--- src/rtl/if_stage_pkg.sv ---
// Shared constants and helpers for the instruction-fetch stage.
package if_stage_pkg;

  localparam logic [31:0] RESET_PC_DEFAULT = 32'h1c00_0000;
  localparam logic [31:0] INST_NOP         = 32'h0340_0000;  // andi r0,r0,0

  typedef enum logic [1:0] {
    FETCH_ADVANCE,
    FETCH_STALL,
    FETCH_REDIRECT
  } fetch_op_e;

  function automatic logic [31:0] pc_plus4(input logic [31:0] pc);
    return pc + 32'd4;
  endfunction

  function automatic logic [31:0] align_word(input logic [31:0] addr);
    return {addr[31:2], 2'b00};
  endfunction

endpackage

--- src/rtl/fetch_hold_buf.sv ---
// One-entry capture/hold register that freezes a stalled instruction word
// so the ROM does not have to be re-read.
module fetch_hold_buf (
  input  logic        clk,
  input  logic        rst,
  input  logic        capture,
  input  logic        clear,
  input  logic [31:0] rdata,
  output logic        hold_valid,
  output logic [31:0] hold_inst
);

  always_ff @(posedge clk or posedge rst) begin
    if (rst) begin
      hold_valid <= 1'b0;
      hold_inst  <= '0;
    end else if (clear) begin
      hold_valid <= 1'b0;
    end else if (capture) begin
      hold_valid <= 1'b1;
      hold_inst  <= rdata;
    end
  end

endmodule

--- src/rtl/if_stage.sv ---
// Instruction-fetch stage: fetch PC, synchronous ROM addressing, decode
// stall handling with a hold buffer, and EX-stage redirect.
module if_stage
  import if_stage_pkg::*;
#(
  parameter logic [31:0] RESET_PC = RESET_PC_DEFAULT
) (
  input  logic        cpu_clk,
  input  logic        cpu_rst,
  output logic        irom_en,
  output logic [31:0] irom_addr,
  input  logic [31:0] irom_rdata,
  input  logic        id_stall,
  input  logic        ex_redirect,
  input  logic [31:0] ex_redirect_pc,
  output logic        id_valid,
  output logic [31:0] id_pc,
  output logic [31:0] id_inst
);

  fetch_op_e   op;
  logic [31:0] f_pc;
  logic [31:0] r_pc;
  logic        r_valid;
  logic [31:0] target;
  logic        capture;
  logic        clear;
  logic        hold_valid;
  logic [31:0] hold_inst;

  // Redirect outranks stall: the stalled instruction is wrong-path anyway.
  always_comb begin
    op = FETCH_ADVANCE;
    if (ex_redirect) begin
      op = FETCH_REDIRECT;
    end else if (id_stall) begin
      op = FETCH_STALL;
    end
  end

  assign target    = align_word(ex_redirect_pc);
  assign irom_en   = ~cpu_rst & (op != FETCH_STALL);
  assign irom_addr = (op == FETCH_REDIRECT) ? target : f_pc;

  always_ff @(posedge cpu_clk or posedge cpu_rst) begin
    if (cpu_rst) begin
      f_pc    <= RESET_PC;
      r_pc    <= '0;
      r_valid <= 1'b0;
    end else begin
      case (op)
        FETCH_REDIRECT: begin
          f_pc    <= pc_plus4(target);
          r_pc    <= target;
          r_valid <= 1'b1;
        end
        FETCH_ADVANCE: begin
          f_pc    <= pc_plus4(f_pc);
          r_pc    <= f_pc;
          r_valid <= 1'b1;
        end
        default: ;
      endcase
    end
  end

  // Capture only on the first stalled cycle; later cycles keep the held word.
  assign capture = (op == FETCH_STALL) & r_valid & ~hold_valid;
  assign clear   = (op != FETCH_STALL);

  fetch_hold_buf u_hold (
    .clk       (cpu_clk),
    .rst       (cpu_rst),
    .capture   (capture),
    .clear     (clear),
    .rdata     (irom_rdata),
    .hold_valid(hold_valid),
    .hold_inst (hold_inst)
  );

  assign id_pc    = r_pc;
  assign id_valid = r_valid & ~ex_redirect;
  assign id_inst  = !r_valid ? INST_NOP : (hold_valid ? hold_inst : irom_rdata);

endmodule
--- config.mk ---
export PLATFORM = sky130hd
export DESIGN_NAME = if_stage
export DESIGN_NICKNAME = d
export VERILOG_FILES = /design/src/rtl/if_stage_pkg.sv /design/src/rtl/fetch_hold_buf.sv /design/src/rtl/if_stage.sv
export SDC_FILE = /design/constraint.sdc
export NUM_CORES = 1
export LEC_CHECK = 0
export ABC_AREA = 1
export CAP_MARGIN = 40
export CELL_PAD_IN_SITES_DETAIL_PLACEMENT = 0
export CELL_PAD_IN_SITES_GLOBAL_PLACEMENT = 1
export CORE_MARGIN = 8
export CORE_UTILIZATION = 30
export CTS_CLUSTER_DIAMETER = 50
export DETAILED_ROUTE_END_ITERATION = 8
export MAX_ROUTING_LAYER = met4
export PLACE_DENSITY = 0.9
export SYNTH_ARGS = -nofsm -noshare
export SYNTH_HDL_FRONTEND = slang
export SYNTH_SLANG_ARGS = --single-unit
--- constraint.sdc ---
create_clock -name cpu_clk -period 2.85 [get_ports cpu_clk]
set_input_delay 0.4275 -clock cpu_clk [delete_from_list [all_inputs] [get_ports cpu_clk]]
set_output_delay 0.4275 -clock cpu_clk [all_outputs]
set_load 0.01 [all_outputs]
==> results by group, run 1 <==
Synthesis
  • Ys async rst share: 1.00
  • Post-synthesis mux area share: 0
  • Synth Cell Area: 5430 um^2
  • Compound-Gate Fraction of Synth Area: 0.128
  • Post-Synth XOR/XNOR Area: 0.00161
  • Netlist cell types: 30
  • Synthesized flop and latch total: 94
  • Adder-Cell Fraction of Synth Area: 0.00231
  • Main combinational cell family by area after synthesis: simple AND/OR/NAND/NOR gates
  • Simple-Gate Fraction of Synth Area: 0.346
  • Yosys warns: 0
  • EDFF count, synth: 0
  • Dominant synthesized flop cell: dfrtp_1
  • Avg Cell Area, Syn: 6.84 um^2
  • Sequential area share after synthesis: 0.434
  • Post-Syn Instances: 793

Critical path
  • Setup crit start kind: input port
  • Setup crit end kind: output port
  • Crit Path Class: input port to output port
  • WP data arrival: 2.23 ns
  • Critical path buffers and inverters: 5
  • Delay-heaviest family, CP: buffers and inverters
  • Cell Chain, Critical Path: clkdlybuf4s50_1 > buf_4 > inv_2 > buf_4 > nand2_1 > nand2_1 > clkdlybuf4s50_1
  • Slowest-stage cell, CP: clkdlybuf4s50_1
  • CP max FO: 21
  • Delay of the slowest cell on the worst path: 0.53 ns
  • Worst path required time: 2.42 ns

CTS
  • Clock sink total: 94
  • CTS buffer count: 9
  • Post_cts resized: 0
  • # Post-CTS Setup Buffers: 0
  • Worst-Skew Late Latency: 0.35 ns
  • Clk buf depth: 2
  • H-tree lvl count: 3
  • CTS tree: done
  • Hold buffers post-CTS: 0
  • Clock-pin slew on the worst setup and hold paths: 0.07 ns
  • Root buffer cell: clkbuf_16

Global routing
  • Overflow after GRT: 0
  • First-pass GRT wire length: 28100 um
  • Number of global-route vias before repair: 5401
  • Total track usage: 0.161
  • Maximum number of pins on one net before global-route repair: 95
  • Initial antenna violation count: 0

Place
  • Hpwl dp: 12900 um
  • PortBufs: 159
  • GP Congestion: 0.856

Min path
  • Min-Delay Path Class: register to register

Power and ir drop
  • Leakage: 3.74 nW
  • Pwr dens: 497 nW/um^2
  • Power Total: 3.85 mW
  • Worst vdd ir: 0.000328 V

Timing
  • Least-Margin Pin Slew: 0.524 ns
  • Fmax: 376 MHz
  • Clk_skew: 0.00848 ns
  • RSZ-0062 raised after global routing: false
  • Final period utilization: 0.933
  • Final setup TNS: 0 ns
  • Final setup vio count: 0
  • Hold slack final: 0.478 ns
  • Fin. max-slew vios: 0
  • Rel. slew slack: 0.650
  • Fin crit period: 2.66 ns
  • Hold Fails Final Rpt: 0

Final layout
  • Share of cells above drive strength 1: 0.0781
  • Highest-count cells in the layout ignoring fill and taps: nand2_1, clkdlybuf4s50_1, dfrtp_1
  • Filler cells: 1863
  • Commonest non-fill, non-tap cell in the layout: nand2_1
  • Antenna Cells: 0
  • Area Overhead vs Synth: 42.7%
  • Nets@finish: 1024

Flow run
  • Max-cap viol count: 0

Floorplan
  • Rows: 49
  • Die W: 151 um
  • Initial Util: 0.304
  • I/O pins: 166
  • Core area: 17800 um^2
  • Die area: 22700 um^2
  • Die H: 151 um

Drt
  • DRC viols: 0
  • Initial drt markers: 281
  • Vias/cell: 4.64
  • Via count: 5515
  • Avg WL per Cell: 14.8 um
  • DRT antenna net count: 0
  • First-pass DRT Iterations: 4
  • Total Routed Length: 17600 um

Run status
  • Status: completed
## path summary, 6_finish.rpt
| kind | cells past startpoint | to | slack (ns) | start |
|---|---|---|---|---|
| worst max-delay path | 7 | irom_addr[16] | 0.19 | ex_redirect |
| worst min-delay path | 2 | f_pc[27] | 0.48 | f_pc[27] |
| worst max register to register | 12 | f_pc[30] | 1.10 | f_pc[2] |
| worst min register to register | 2 | f_pc[27] | 0.48 | f_pc[27] |
| max in group asynchronous | 3 | f_pc[2] | 1.85 | cpu_rst |
| min in group asynchronous | 3 | u_hold.hold_inst[20] | 0.61 | cpu_rst |
## cell families (layout without fill, tap and decap cells)
group,Yosys count,after routing
adders and majority gates,1,1
other,1,4
and+or+nand+nor,453,453
AOI/OAI and AO/OA,128,128
xor gates and xnor gates,1,1
buffers and inverters,115,279
DFF,94,94
## worst register-to-register path, delay by kind of cell, from the launching register on
kind / cells / cell delay (ns)
flip-flops: 1 / 0.34
AND/OR/NAND/NOR: 8 / 0.96
buffers and inverters: 2 / 0.13
adder cells (fa/ha/maj): 1 / 0.17
AO/OA/AOI/OAI: 1 / 0.07
## metrics by stage
| stage | cell area (um^2) | cells | worst slack [ns] | utilization |
|---|---|---|---|---|
| after global placement | 7440 | 1173 | 0.139 | 0.417 |
| after detailed placement | 7440 | 1173 | 0.116 | 0.417 |
| after CTS | 7740 | 1189 | 0.199 | 0.434 |
| after global routing | 7740 | 1189 | 0.0448 | 0.434 |
| after floorplan | 5440 | 796 | 0.836 | - |
| final | 7740 | 1189 | 0.190 | 0.434 |
## cell usage after synthesis (2+ instances only)
master | number | area share
nand4_1 | 3 | 0.0035
o21ai_0 | 74 | 0.068
dfrtp_1 | 91 | 0.42
o21ai_1 | 2 | 0.0018
o22ai_1 | 2 | 0.0023
nor2_2 | 6 | 0.0069
nor2_4 | 7 | 0.015
nand2_1 | 340 | 0.24
buf_4 | 8 | 0.011
nand2_4 | 2 | 0.0041
a31oi_1 | 2 | 0.0023
dfstp_2 | 3 | 0.015
inv_2 | 3 | 0.0021
nand2_2 | 6 | 0.0069
buf_1 | 4 | 0.0028
buf_2 | 4 | 0.0037
nor2_1 | 34 | 0.024
clkbuf_1 | 25 | 0.017
nand3_1 | 53 | 0.049
and2_1 | 2 | 0.0023
inv_1 | 70 | 0.048
a21oi_1 | 33 | 0.030
o211ai_1 | 3 | 0.0041
o221ai_1 | 10 | 0.016
## metal layers
layer | up-vias | wire, um | global-route usage
met5 | - | 0 | -
met4 | 0 | 349 | 0.0555
met3 | 22 | 1240 | 0.0343
met2 | 164 | 8040 | 0.258
met1 | 2498 | 8000 | 0.199
li1 | 2831 | - | -
## registers in the layout, indices dropped and copies added, names as in the netlist
| register | count |
|---|---|
| f_pc | 30 |
| id_pc | 30 |
| u_hold.hold_inst | 32 |
| r_valid | 1 |
| u_hold.hold_valid | 1 |
## layout make-up
cell class	instances	area (um^2)	share of cell area
clock buffers	13	260	0.0336
clock inverters	3	42.5	0.00549
inverters	73	278	0.0359
multi-input cells	587	2620	0.339
flip-flops and latches	94	2360	0.304
well taps	229	287	0.0370
repair buffers	190	1900	0.245
## report_power, final
group | switching, mW | total, mW | internal (mW)
clock network | 0.527 | 1.26 | 0.728
registers | 0.0887 | 1.59 | 1.50
logic | 0.513 | 1.00 | 0.490
total | 1.13 | 3.85 | 2.72
Power figures use the tool's default switching activity.
==> inputs of run 2 (changes only) <==
--- a/config.mk
+++ b/config.mk
@@ -6,7 +6,6 @@
 export NUM_CORES = 1
 export LEC_CHECK = 0
 export ABC_AREA = 1
-export CAP_MARGIN = 40
 export CELL_PAD_IN_SITES_DETAIL_PLACEMENT = 0
 export CELL_PAD_IN_SITES_GLOBAL_PLACEMENT = 1
 export CORE_MARGIN = 8
@@ -14,7 +13,7 @@
 export CTS_CLUSTER_DIAMETER = 50
 export DETAILED_ROUTE_END_ITERATION = 8
 export MAX_ROUTING_LAYER = met4
-export PLACE_DENSITY = 0.9
+export PLACE_DENSITY_LB_ADDON = 0.1
 export SYNTH_ARGS = -nofsm -noshare
 export SYNTH_HDL_FRONTEND = slang
 export SYNTH_SLANG_ARGS = --single-unit
==> run 2 against run 1 <==
Against the previous run:
- sequential share of layout area grew 0.18 points
- wire length up 4.5%
- final cell count fell by 0.42%
- clock-buffer cell count is 3 lower
- design area decreased by 0.58%
- die area is the same
- critical path type unchanged
- largest cell class unchanged
==> results by group, run 2 (synthesis gave the netlist of run 1 again) <==
Critical path
  • Setup crit end kind: output port
  • Worst setup endpoint: irom_en
  • Delay of the slowest cell on the worst path: 0.64 ns (+0.11 ns)
  • R2r startpoint: f_pc[2]
  • Setup slack, reg-to-reg: 0.99 ns (-0.11 ns)
  • Crit Path Class: input port to output port
  • CP max FO: 13 (-38%)
  • Worst path required time: 2.42 ns (about the same)
  • WP data arrival: 2.08 ns (-0.15 ns)
  • Cell Chain, Critical Path: clkdlybuf4s50_1 > inv_2 > buf_4 > nor2_4 > nor2_1 > clkdlybuf4s50_1
  • Setup crit start kind: input port
  • R2r worst-path depth: 12 (unchanged)
  • RR Endpoint: f_pc[30]
  • Slowest-stage cell, CP: clkdlybuf4s50_1
  • Crit. Startpoint: id_stall
  • Most frequent CP cell: clkdlybuf4s50_1

CTS
  • Post_cts resized: 0 (unchanged)
  • Hold buffers post-CTS: 0 (unchanged)
  • H-tree lvl count: 3 (unchanged)
  • CTS buffer count: 9 (unchanged)
  • Clock-pin slew on the worst setup and hold paths: 0.07 ns (about the same)
  • Root buffer cell: clkbuf_16
  • # Post-CTS Setup Buffers: 0 (unchanged)
  • Clock sink total: 94 (unchanged)
  • Worst-Skew Late Latency: 0.35 ns (about the same)
  • Clk buf depth: 2 (unchanged)
  • CTS tree: done

Floorplan
  • Initial Util: 0.304 (unchanged)
  • Die area: 22700 um^2 (unchanged)
  • Core area: 17800 um^2 (unchanged)
  • Die H: 151 um (unchanged)
  • Die W: 151 um (unchanged)
  • Rows: 49 (unchanged)
  • I/O pins: 166 (unchanged)

Power and ir drop
  • Sw power: 1.18 mW (+4.3%)
  • Leakage: 3.71 nW (-0.79%)
  • Clock power share: 0.343 (+0.017)
  • Worst vdd ir: 0.000260 V (-21%)
  • Switching part of the total power: 0.299 (+0.00570)
  • Pwr dens: 512 nW/um^2 (+2.9%)
  • Internal: 2.76 mW (+1.5%)
  • Logic pwr share: 0.253 (-0.008)
  • Flop pwr share: 0.404 (-0.009)

Place
  • Inst Count DP: 1168 (-0.43%)
  • GP Congestion: 0.872 (+1.9%)
  • Hpwl dp: 13800 um (+6.6%)
  • Placement Setup Slack: 0.0112 ns (-0.105 ns)
  • PortBufs: 159 (unchanged)

Timing
  • Fmax: 399 MHz (+6.2%)
  • RSZ-0062 raised after global routing: false
  • Final period utilization: 0.879 (-0.0543)
  • Setup WS post-layout: 0.345 ns (+0.155 ns)
  • Rel. slew slack: 0.482 (-0.169)
  • Hold Fails Final Rpt: 0 (unchanged)
  • Final setup vio count: 0 (unchanged)
  • Fin crit period: 2.51 ns (-0.155 ns)
  • Clk_skew: 0.00927 ns (+0.000794 ns)
  • Least-Margin Pin Slew: 0.776 ns (+0.251 ns)
  • Final setup TNS: 0 ns (unchanged)
  • Fin. max-slew vios: 0 (unchanged)

Drt
  • DRT antenna net count: 0 (unchanged)
  • First-pass DRT Iterations: 4 (unchanged)
  • DRC viols: 0 (unchanged)
  • Vias/cell: 4.72 (+1.8%)
  • Initial drt markers: 254 (-9.6%)
  • Total Routed Length: 18400 um (+4.5%)
  • Avg WL per Cell: 15.6 um (+4.9%)
  • Via count: 5592 (+1.4%)

Final layout
  • Antenna Cells: 0 (unchanged)
  • Highest-count cells in the layout ignoring fill and taps: nand2_1, clkdlybuf4s50_1, dfrtp_1
  • Share of cells above drive strength 1: 0.0743 (-0.00378)
  • Max reg flops: 32 (unchanged)
  • Cell Count, Final, Fillers Out: 1184 (-0.42%)
  • Area Overhead vs Synth: 41.8%
  • Filler cells: 1860 (-0.16%)
  • Reg with most FFs: u_hold.hold_inst
  • Commonest non-fill, non-tap cell in the layout: nand2_1
  • Nets@finish: 1019 (-0.49%)

Global routing
  • Total track usage: 0.170 (+0.00867)
  • Number of global-route vias before repair: 5696 (+5.5%)
  • First-pass GRT wire length: 29600 um (+5.2%)
  • Initial antenna violation count: 0 (unchanged)
  • Maximum number of pins on one net before global-route repair: 65 (-32%)
  • Overflow after GRT: 0 (unchanged)

Run status
  • Status: completed

Min path
  • Min-Delay Path Class: register to register
  • Hold depth: 2 (unchanged)

Flow run
  • Max-cap viol count: 0 (unchanged)
run 2: cell type report:
cell class	instances	area (um^2)	share of cell area
clock buffer	10	229	0.0297
clock inverter	6	91.3	0.0119
inverter	73	278	0.0361
multi-input combinational	587	2620	0.340
sequential	94	2360	0.306
tap	229	287	0.0372
timing repair buffer	185	1840	0.239
run 2: power groups by stage:
stage / logic (mW) / registers [mW] / clock network (mW)
finish: 0.997 / 1.59 / 1.35
global route: 1.11 / 1.62 / 1.44
CTS: 1.02 / 1.59 / 1.39
detailed placement: 1.01 / 1.62 / 0
global placement: 1.00 / 1.61 / 0
floorplan: 0.469 / 1.62 / 0
run 2: stage by stage:
stage	hold slack [ns]	power (mW)	util	area [um^2]
2_1_floorplan	0.448	2.09	-	5440
6_report	0.476	3.94	0.432	7700
3_5_place_dp	0.465	2.63	0.414	7380
3_3_place_gp	0.463	2.62	0.414	7380
5_1_grt	0.497	4.16	0.432	7700
4_1_cts	0.477	4.00	0.432	7700
run 2: worst min-delay path by stage:
stage / endpoint / start
detailed placement: id_pc[6] / id_pc[6]
finish: f_pc[27] / f_pc[27]
global placement: u_hold.hold_inst[27] / u_hold.hold_inst[27]
CTS: f_pc[27] / f_pc[27]
global route: f_pc[27] / f_pc[27]
floorplan: u_hold.hold_inst[0] / u_hold.hold_inst[0]
run 2: layer usage:
| layer | track usage | vias up | part of all wire |
|---|---|---|---|
| met3 | 0.0261 | 13 | 0.047 |
| met2 | 0.268 | 126 | 0.47 |
| met4 | 0.0465 | 0 | 0.0098 |
| met5 | - | - | 0 |
| li1 | - | 2827 | - |
| met1 | 0.223 | 2626 | 0.47 |
run 2: critical path, delay by kind of cell:
kind | cells | cell delay (ns)
buffers and inverters | 4 | 1.42
and+or+nand+nor | 2 | 0.22
==> inputs of run 3 (changes only) <==
--- a/config.mk
+++ b/config.mk
@@ -14,6 +14,7 @@
 export DETAILED_ROUTE_END_ITERATION = 8
 export MAX_ROUTING_LAYER = met4
 export PLACE_DENSITY_LB_ADDON = 0.1
+export SKIP_CTS_REPAIR_TIMING = 1
 export SYNTH_ARGS = -nofsm -noshare
 export SYNTH_HDL_FRONTEND = slang
 export SYNTH_SLANG_ARGS = --single-unit
==> results of run 3 <==
Same layout as run 2: the final DEF is identical, and so are final timing and power.
